## src/rtl/timer_counter_multi.sv

```systemverilog
`default_nettype none
// ============================================================================
//  Module      : timer_counter_multi
//  Description : N-channel APB timer/counter. Every channel has a reload
//                register (TDR), a control register (TCR), sticky status
//                flags (TSR) and a counter (TCNT). The clock divider is a
//                shared 4-bit free-running prescaler that produces
//                pclk-domain tick enables, so no derived clocks exist.
//  Ports       : pclk, preset (async, active high)
//                psel/penable/pwrite/paddr/pwdata -> APB request
//                prdata/pready/pslverr            -> APB response
//                TMR_OVF/TMR_UDF                  -> sticky flags per channel
//                irq                              -> IE & (OVF | UDF) per channel
//  Address map : paddr = {channel[2:0], reg[1:0]}
//                reg 0 TDR rw, 1 TCR rw, 2 TSR rw1c, 3 TCNT ro
//  Revision    : 1.0 - initial release
// ============================================================================
module timer_counter_multi #(
    parameter int NUM_CH     = 4,
    parameter int CNT_WIDTH  = 16,
    parameter int DATA_WIDTH = 16,
    parameter int ADDR_WIDTH = 5
) (
    input  logic                  pclk,
    input  logic                  preset,
    input  logic                  psel,
    input  logic                  penable,
    input  logic                  pwrite,
    input  logic [ADDR_WIDTH-1:0] paddr,
    input  logic [DATA_WIDTH-1:0] pwdata,
    output logic [DATA_WIDTH-1:0] prdata,
    output logic                  pready,
    output logic                  pslverr,
    output logic [NUM_CH-1:0]     TMR_OVF,
    output logic [NUM_CH-1:0]     TMR_UDF,
    output logic [NUM_CH-1:0]     irq
);

    localparam logic [1:0]           c_reg_tdr  = 2'd0;
    localparam logic [1:0]           c_reg_tcr  = 2'd1;
    localparam logic [1:0]           c_reg_tsr  = 2'd2;
    localparam logic [1:0]           c_reg_tcnt = 2'd3;
    localparam logic [CNT_WIDTH-1:0] c_cnt_max  = '1;
    localparam logic [CNT_WIDTH-1:0] c_cnt_one  = CNT_WIDTH'(1);

    // ------------------------------------------------------------------
    // State
    // ------------------------------------------------------------------
    logic [3:0]           r_presc;
    logic [CNT_WIDTH-1:0] r_tdr [NUM_CH];
    logic [CNT_WIDTH-1:0] r_cnt [NUM_CH];
    logic [1:0]           r_cks [NUM_CH];
    logic [NUM_CH-1:0]    r_dn;
    logic [NUM_CH-1:0]    r_en;
    logic [NUM_CH-1:0]    r_ar;
    logic [NUM_CH-1:0]    r_ie;
    logic [NUM_CH-1:0]    r_ovf;
    logic [NUM_CH-1:0]    r_udf;

    // ------------------------------------------------------------------
    // Decode
    // ------------------------------------------------------------------
    logic [2:0]           w_ch;
    logic [1:0]           w_reg;
    logic                 w_ch_ok;
    logic                 w_acc;
    logic                 w_wr;
    logic [3:0]           w_tick;
    logic [NUM_CH-1:0]    w_wr_tdr;
    logic [NUM_CH-1:0]    w_wr_tcr;
    logic [NUM_CH-1:0]    w_wr_tsr;
    logic [NUM_CH-1:0]    w_load;
    logic [NUM_CH-1:0]    w_step;
    logic [NUM_CH-1:0]    w_ovf_set;
    logic [NUM_CH-1:0]    w_udf_set;
    logic [CNT_WIDTH-1:0] w_cnt_nxt [NUM_CH];

    assign w_ch    = paddr[4:2];
    assign w_reg   = paddr[1:0];
    assign w_ch_ok = ({1'b0, w_ch} < 4'(NUM_CH));
    assign w_acc   = psel & penable;
    // Only legal writes reach the register file; rejected ones change nothing.
    assign w_wr    = w_acc & pwrite & w_ch_ok & (w_reg != c_reg_tcnt);

    assign pready  = w_acc;
    assign pslverr = w_acc & (~w_ch_ok | (pwrite & (w_reg == c_reg_tcnt)));

    // tick[k] is high for one pclk every 2^(k+1) cycles.
    assign w_tick[0] = r_presc[0];
    assign w_tick[1] = &r_presc[1:0];
    assign w_tick[2] = &r_presc[2:0];
    assign w_tick[3] = &r_presc[3:0];

    // ------------------------------------------------------------------
    // Per-channel next-state
    // ------------------------------------------------------------------
    always_comb begin
        for (int i = 0; i < NUM_CH; i++) begin
            w_wr_tdr[i]  = w_wr && (w_ch == 3'(i)) && (w_reg == c_reg_tdr);
            w_wr_tcr[i]  = w_wr && (w_ch == 3'(i)) && (w_reg == c_reg_tcr);
            w_wr_tsr[i]  = w_wr && (w_ch == 3'(i)) && (w_reg == c_reg_tsr);
            w_load[i]    = w_wr_tcr[i] & pwdata[7];
            w_step[i]    = r_en[i] & w_tick[r_cks[i]];
            w_cnt_nxt[i] = r_cnt[i];
            w_ovf_set[i] = 1'b0;
            w_udf_set[i] = 1'b0;
            if (w_load[i]) begin
                // A load swallows any tick arriving on the same edge.
                w_cnt_nxt[i] = r_tdr[i];
            end else if (w_step[i]) begin
                if (!r_dn[i]) begin
                    if (r_cnt[i] == c_cnt_max) begin
                        w_cnt_nxt[i] = r_ar[i] ? r_tdr[i] : '0;
                        w_ovf_set[i] = 1'b1;
                    end else begin
                        w_cnt_nxt[i] = r_cnt[i] + c_cnt_one;
                    end
                end else begin
                    if (r_cnt[i] == '0) begin
                        w_cnt_nxt[i] = r_ar[i] ? r_tdr[i] : c_cnt_max;
                        w_udf_set[i] = 1'b1;
                    end else begin
                        w_cnt_nxt[i] = r_cnt[i] - c_cnt_one;
                    end
                end
            end
        end
    end

    // ------------------------------------------------------------------
    // Registers
    // ------------------------------------------------------------------
    always_ff @(posedge pclk or posedge preset) begin
        if (preset) begin
            r_presc <= 4'd0;
        end else begin
            r_presc <= r_presc + 4'd1;
        end
    end

    always_ff @(posedge pclk or posedge preset) begin
        if (preset) begin
            for (int i = 0; i < NUM_CH; i++) begin
                r_tdr[i] <= '0;
                r_cnt[i] <= '0;
                r_cks[i] <= 2'd0;
            end
            r_dn  <= '0;
            r_en  <= '0;
            r_ar  <= '0;
            r_ie  <= '0;
            r_ovf <= '0;
            r_udf <= '0;
        end else begin
            for (int i = 0; i < NUM_CH; i++) begin
                if (w_wr_tdr[i]) begin
                    r_tdr[i] <= pwdata[CNT_WIDTH-1:0];
                end
                if (w_wr_tcr[i]) begin
                    r_dn[i]  <= pwdata[5];
                    r_en[i]  <= pwdata[4];
                    r_ar[i]  <= pwdata[3];
                    r_ie[i]  <= pwdata[2];
                    r_cks[i] <= pwdata[1:0];
                end
                r_cnt[i] <= w_cnt_nxt[i];
                // A flag set on the same edge as its W1C clear survives.
                r_ovf[i] <= w_ovf_set[i] | (r_ovf[i] & ~(w_wr_tsr[i] & pwdata[0]));
                r_udf[i] <= w_udf_set[i] | (r_udf[i] & ~(w_wr_tsr[i] & pwdata[1]));
            end
        end
    end

    // ------------------------------------------------------------------
    // Read path (zero outside a valid read access phase)
    // ------------------------------------------------------------------
    always_comb begin
        prdata = '0;
        if (w_acc && !pwrite && w_ch_ok) begin
            for (int i = 0; i < NUM_CH; i++) begin
                if (w_ch == 3'(i)) begin
                    case (w_reg)
                        c_reg_tdr:  prdata[CNT_WIDTH-1:0] = r_tdr[i];
                        c_reg_tcr:  prdata[5:0] = {r_dn[i], r_en[i], r_ar[i],
                                                   r_ie[i], r_cks[i]};
                        c_reg_tsr:  prdata[1:0] = {r_udf[i], r_ovf[i]};
                        default:    prdata[CNT_WIDTH-1:0] = r_cnt[i];
                    endcase
                end
            end
        end
    end

    assign TMR_OVF = r_ovf;
    assign TMR_UDF = r_udf;
    assign irq     = r_ie & (r_ovf | r_udf);

endmodule
`default_nettype wire

```

## config.mk

```make
export PLATFORM = sky130hd
export DESIGN_NAME = timer_counter_multi
export DESIGN_NICKNAME = d
export VERILOG_FILES = /design/src/rtl/timer_counter_multi.sv
export SDC_FILE = /design/constraint.sdc
export NUM_CORES = 1
export LEC_CHECK = 0
export CAP_MARGIN = 20
export CORE_MARGIN = 4
export CORE_UTILIZATION = 55
export CTS_BUF_LIST = sky130_fd_sc_hd__clkbuf_16
export CTS_CLUSTER_SIZE = 14
export DETAILED_ROUTE_END_ITERATION = 10
export PLACE_DENSITY = 0.73
export SYNTH_ARGS = -nofsm -noshare
export SYNTH_HDL_FRONTEND = slang
export SYNTH_SLANG_ARGS = --single-unit
```

## constraint.sdc

```tcl
create_clock -name pclk -period 5.12 [get_ports pclk]
set_input_delay 0.512 -clock pclk [delete_from_list [all_inputs] [get_ports pclk]]
set_output_delay 0.512 -clock pclk [all_outputs]
set_load 0.02 [all_outputs]
```

# [Word level (Yosys, flattened, before mapping)]
# Index checks and enable logic that the tools add are counted.
[totals] register_bits=164 inputBits=26 output_inout_bits=30 wordCells=224
[classes] add_sub_neg=9 magnitude_cmp=5 n_eq_ne=11 n_mux=85 n_bitwise=50 n_reduce_logical=33
[op_table] op="16-bit two-way mux" count=33
[op_table] op="10-bit case mux with 2 select lines" count=4
[op_table] op="16-bit by 1-bit adder with 16-bit output (second input constant)" count=4
[op_table] op="16-bit == test (second input constant)" count=4
[op_table] op="16-bit logical NOT" count=4
[op_table] op="16-bit by 1-bit subtractor with 16-bit output (second input constant)" count=4
[op_table] op="4-bit case mux with 3 select lines" count=4
[op_table] op="1-bit two-way mux" count=36
[op_table] op="1-bit AND" count=30
[op_table] op="2-bit case mux with 3 select lines" count=4
[op_table] op="1-bit logical AND" count=18
[op_table] op="2-bit by 3-bit < comparator with 1-bit output (second input constant)" count=4
[op_table] op="1-bit NOT" count=9
[op_table] op="1-bit OR" count=9
[op_table] op="1-bit binary-select mux with 2-bit select" count=4
[op_table] op="2-bit nonzero test" count=4
[op_table] op="3-bit by 2-bit == test with 1-bit output (second input constant)" count=2
[op_table] op="4-bit by 1-bit adder with 4-bit output (second input constant)" count=1
[op_table] op="4-bit AND" count=1
[op_table] op="2-bit == test (second input constant)" count=2
[op_table] op="4-bit OR" count=1
[op_table] op="4-bit AND reduction" count=1
[op_table] op="3-bit by 1-bit == test with 1-bit output (second input constant)" count=1
[op_table] op="3-bit logical NOT" count=1
[op_table] op="other kinds (8)" count=8

# [Depth between registers and ports, before layout]
[logic_depth] ltp_word=11 ltp_mapped=11 depth_no_buf=8

# [Least setup slack after synthesis]
# Ideal clock, no wire load.
[synth_path] path_type="in2out" start="input port paddr[0]" end="output port prdata[10]" arrival_time_ps=2446 required_time_ps=4608 path_slack_ps=2162 cell_stages=8 n_path_buf=3 path_cell_list="ha_1 clkbuf_1 inv_1 or3_1 clkbuf_1 clkbuf_1 o22a_1 o32ai_1"
[synth_via] elab_chain_cells=11 elab_cells_between_ends=13 classes_between="eq/ne: 2; mux: 9; reduce/logical: 2"
[synth_lines] element="start, declared" line_no="29" text="input logic [ADDR_WIDTH-1:0] paddr,"
[synth_lines] element="2-bit by 1-bit == test with 1-bit output or 2-bit == test (tied branches)" line_no="182" text="case (w_reg)"
[synth_lines] element="2-bit OR reduction (no line)"
[synth_lines] element="10-bit case mux with 2 select lines" line_no="182"
[synth_lines] element="16-bit two-way mux" line_no="181" text="if (w_ch == 3'(i)) begin"
[synth_lines] element="10-bit case mux with 2 select lines" line_no="182"
[synth_lines] element="16-bit two-way mux" line_no="181"
[synth_lines] element="10-bit case mux with 2 select lines" line_no="182"
[synth_lines] element="16-bit two-way mux" line_no="181"
[synth_lines] element="10-bit case mux with 2 select lines" line_no="182"
[synth_lines] element="16-bit two-way mux (*)" line_no="181"
[synth_lines] element="16-bit two-way mux (*)" line_no="179" text="if (w_acc && !pwrite && w_ch_ok) begin"
[synth_lines] element="end, declared" line_no="31" text="output logic [DATA_WIDTH-1:0] prdata,"
# Mark *: on every way between the ends. The rest lies on a longest branch, timed or not.

# [Worst setup path in the final report]
[layout_path] start="input port paddr[4]" end="output port prdata[6]"
[layout_via] elab_chain_cells=9 elab_cells_between_ends=14 classes_between="order compare: 1; eq/ne: 3; mux: 8; reduce/logical: 2"
[layout_lines] element="3-bit logical NOT" line_no="181"
[layout_lines] element="16-bit two-way mux" line_no="181"
[layout_lines] element="10-bit case mux with 2 select lines" line_no="182"
[layout_lines] element="16-bit two-way mux" line_no="181"
[layout_lines] element="10-bit case mux with 2 select lines" line_no="182"
[layout_lines] element="16-bit two-way mux" line_no="181"
[layout_lines] element="10-bit case mux with 2 select lines" line_no="182"
[layout_lines] element="16-bit two-way mux" line_no="181"
[layout_lines] element="16-bit two-way mux (*)" line_no="179"
# Marks and branches as above.

==> out/results.ini <==
[finish]
final_cell_mix = dfrtp_1 (164), nand2_1 (109), o21ai_0 (95), mux2_2 (94), nor2_1 (90)
num_antenna_cells = 0
drive_gt1_share_pct = 11.0
nets = 1512
mostFrequentLayoutCell = dfrtp_1
fill_cells = 2022
final_util_pct = 61.3
multi_input_area_sq_mm = 0.00813
area_growth_pct = 8.53
layout.area.seq_sq_mm = 0.00410

[global_route]
grt_max_degree = 93
grt_pass1_wl_um = 73400
grt_use_total_pct = 36.3
grt.overflow.total = 0
antenna_found_initial = 1
grt_pass1_vias = 11900

[sta]
report.final.slew_viol_count = 0
tns_ps = 0
timing.fmax_mhz = 235
finClkSkew_ps = 14.1
final.period_utilization_pct = 83.2
hold_violations = 0
finalSetupViolations = 0
worst_pin_slew_ps = 1030
rsz0062_at_grt = false
period_minus_slack_ps = 4260
slew_headroom_pct = 31.4

[clock_tree]
cts_resized = 0
cts_setup_buffers = 0
cts_tree = yes
cts.root.buffer_cell = clkbuf_16
cts_buffer_depth = 2
htreeDepth = 4
holdBufCountCts = 0
cts_inserted_buffers = 17
clk_pin_slew_worst_paths_ps = 60
clock_latency_ps = 450
cts.sinks = 164

[run_status]
status = complete, no violations

[die]
die-area_sq_mm = 0.0261
rows = 55
coreArea_sq_mm = 0.0229
io_pins = 56
die_w_um = 161
start_util_pct = 56.5
die_h_um = 161

[yosys]
synth_area_leaders = dfrtp_1 (32%), mux2_2 (8.2%), o21ai_0 (3.7%)
synth_seq_area_share_pct = 31.7
synth_area_sq_mm = 0.0129
synthesis.nets = 1557
ys_seq_elements = 164
syn_inst = 1513
postSynth.asyncResetShare_pct = 100
synth_edf_count = 0
avgSynthCellArea_sq_um = 8.55
yosys.area.top_type = dfrtp_1
synth_top_area_share_pct = 31.7
yosys_warnings = 0
ys.flop_type = dfrtp_1
synth_cell_types = 82

[critical_path]
crit_fanout = 23
crit_path_start_kind = input port
crit_type = in2out
required_ps = 4610
worst_ep_arrival_time_ps = 3750
rrSetupSlack_ps = 1910
critPathCaptureType = output port

[power_and_ir_drop]
p_comb_share_pct = 30.3
power.switching_mw = 1.74
power.share.switching_pct = 39.8
power.internal_mw = 2.63
ir_drop_mv = 0.241
finalPower_mw = 4.38
p_per_area_mw_per_mm2 = 312
leakage_nw = 5.58
power_frac_seq_pct = 41.6
clockPowerShare_pct = 28.0

[detailed_routing]
wl_per_cell_um = 26.8
drtAntennaViolNets = 0
dr.pass1.iters = 6
route.vias.total = 13100
viasPerCell = 7.28
routed_wl_um = 48100
drc_errors = 0
drt_iter0_markers = 1937

[placement]
detailed_place_hpwl_um = 33800
io_buffers = 55
gp_congestion = 1.04

[job]
maxCapViolations = 0

[hold_path]
min_path_type = reg2reg

==> logic make-up after synthesis <==
kind of cell | Yosys count | synth area share [%]
adders and majority gates | 18 | 1.74
DFF | 164 | 31.7
xor gates and xnor gates | 66 | 4.47
AOI/OAI and AO/OA | 470 | 25.4
buffers and inverters | 175 | 5.46
muxes | 136 | 11.7
and+or+nand+nor | 484 | 19.5
==> cell type report <==
type                            count  area share [%]
Multi-Input combinational cell   1174            57.9
Clock inverter                     15           0.828
Tap cell                          313            2.79
Inverter                           35           0.971
Clock buffer                       17            3.03
Sequential cell                   164            29.2
Timing Repair Buffer               76            5.27
==> synthesized netlist by cell type, types with 23 or more instances <==
cell type and instances:
nor3_1 38, a211oi_1 23, a31oi_1 27, a22oi_1 35, nand2_1 109, xnor2_1 37, clkbuf_1 121, xor2_1 29
dfrtp_1 164, nand3_1 61, nand4_1 42, mux2_2 94, o21ai_0 95, inv_1 35, a21oi_1 61, nor2_1 90
nor4_1 24, mux2i_1 39
==> through the flow <==
stage                     cells  instance area (sq um)  setup WS, ps  hold slack [ps]
after global placement     1761                  13500           866              476
after CTS                  1793                  14000           720              505
after global routing       1794                  14000           638              531
after floorplan            1513                  12900           175              467
final                      1794                  14000           858              506
after detailed placement   1761                  13500           727              491
==> state kept, by name, indices dropped and copies added (netlist names) <==
register and count:
r_ar 4, TMR_OVF 4, TMR_UDF 4, r_cks 8, r_tdr 64, r_presc 4
r_dn 4, r_cnt 64, r_ie 4, r_en 4
==> final timing paths <==
path                       startpoint          to  depth (start not counted)
min in group asynchronous      preset   r_cnt[52]                          2
min reg2reg                r_presc[1]  r_presc[1]                          1
min                        r_presc[1]  r_presc[1]                          1
max                          paddr[4]   prdata[6]                          5
max in group asynchronous      preset     r_dn[2]                          3
max reg2reg                 r_cnt[58]   r_cnt[57]                          6
==> layer usage <==
layer	global-route usage (%)	wire, um
met1	55.1	20100
met2	51.3	20300
met3	7.63	6130
met4	12.3	1660
met5	0	0
==> critical path, stage by stage <==
cell	delay [ps]
clkdlybuf4s50_1	820
nor3_1	560
nand2_1	420
o32ai_1	700
clkdlybuf4s50_1	740
==> power groups by stage <==
stage               clock network [mW]  logic (mW)  registers (mW)
CTS                               1.24        1.29            1.80
detailed placement                   0        1.29            1.82
global route                      1.30        1.45            1.83
floorplan                            0        1.16            1.54
finish                            1.23        1.33            1.82
global placement                     0        1.26            1.82
Note: power is estimated with default switching activity, not from simulation.
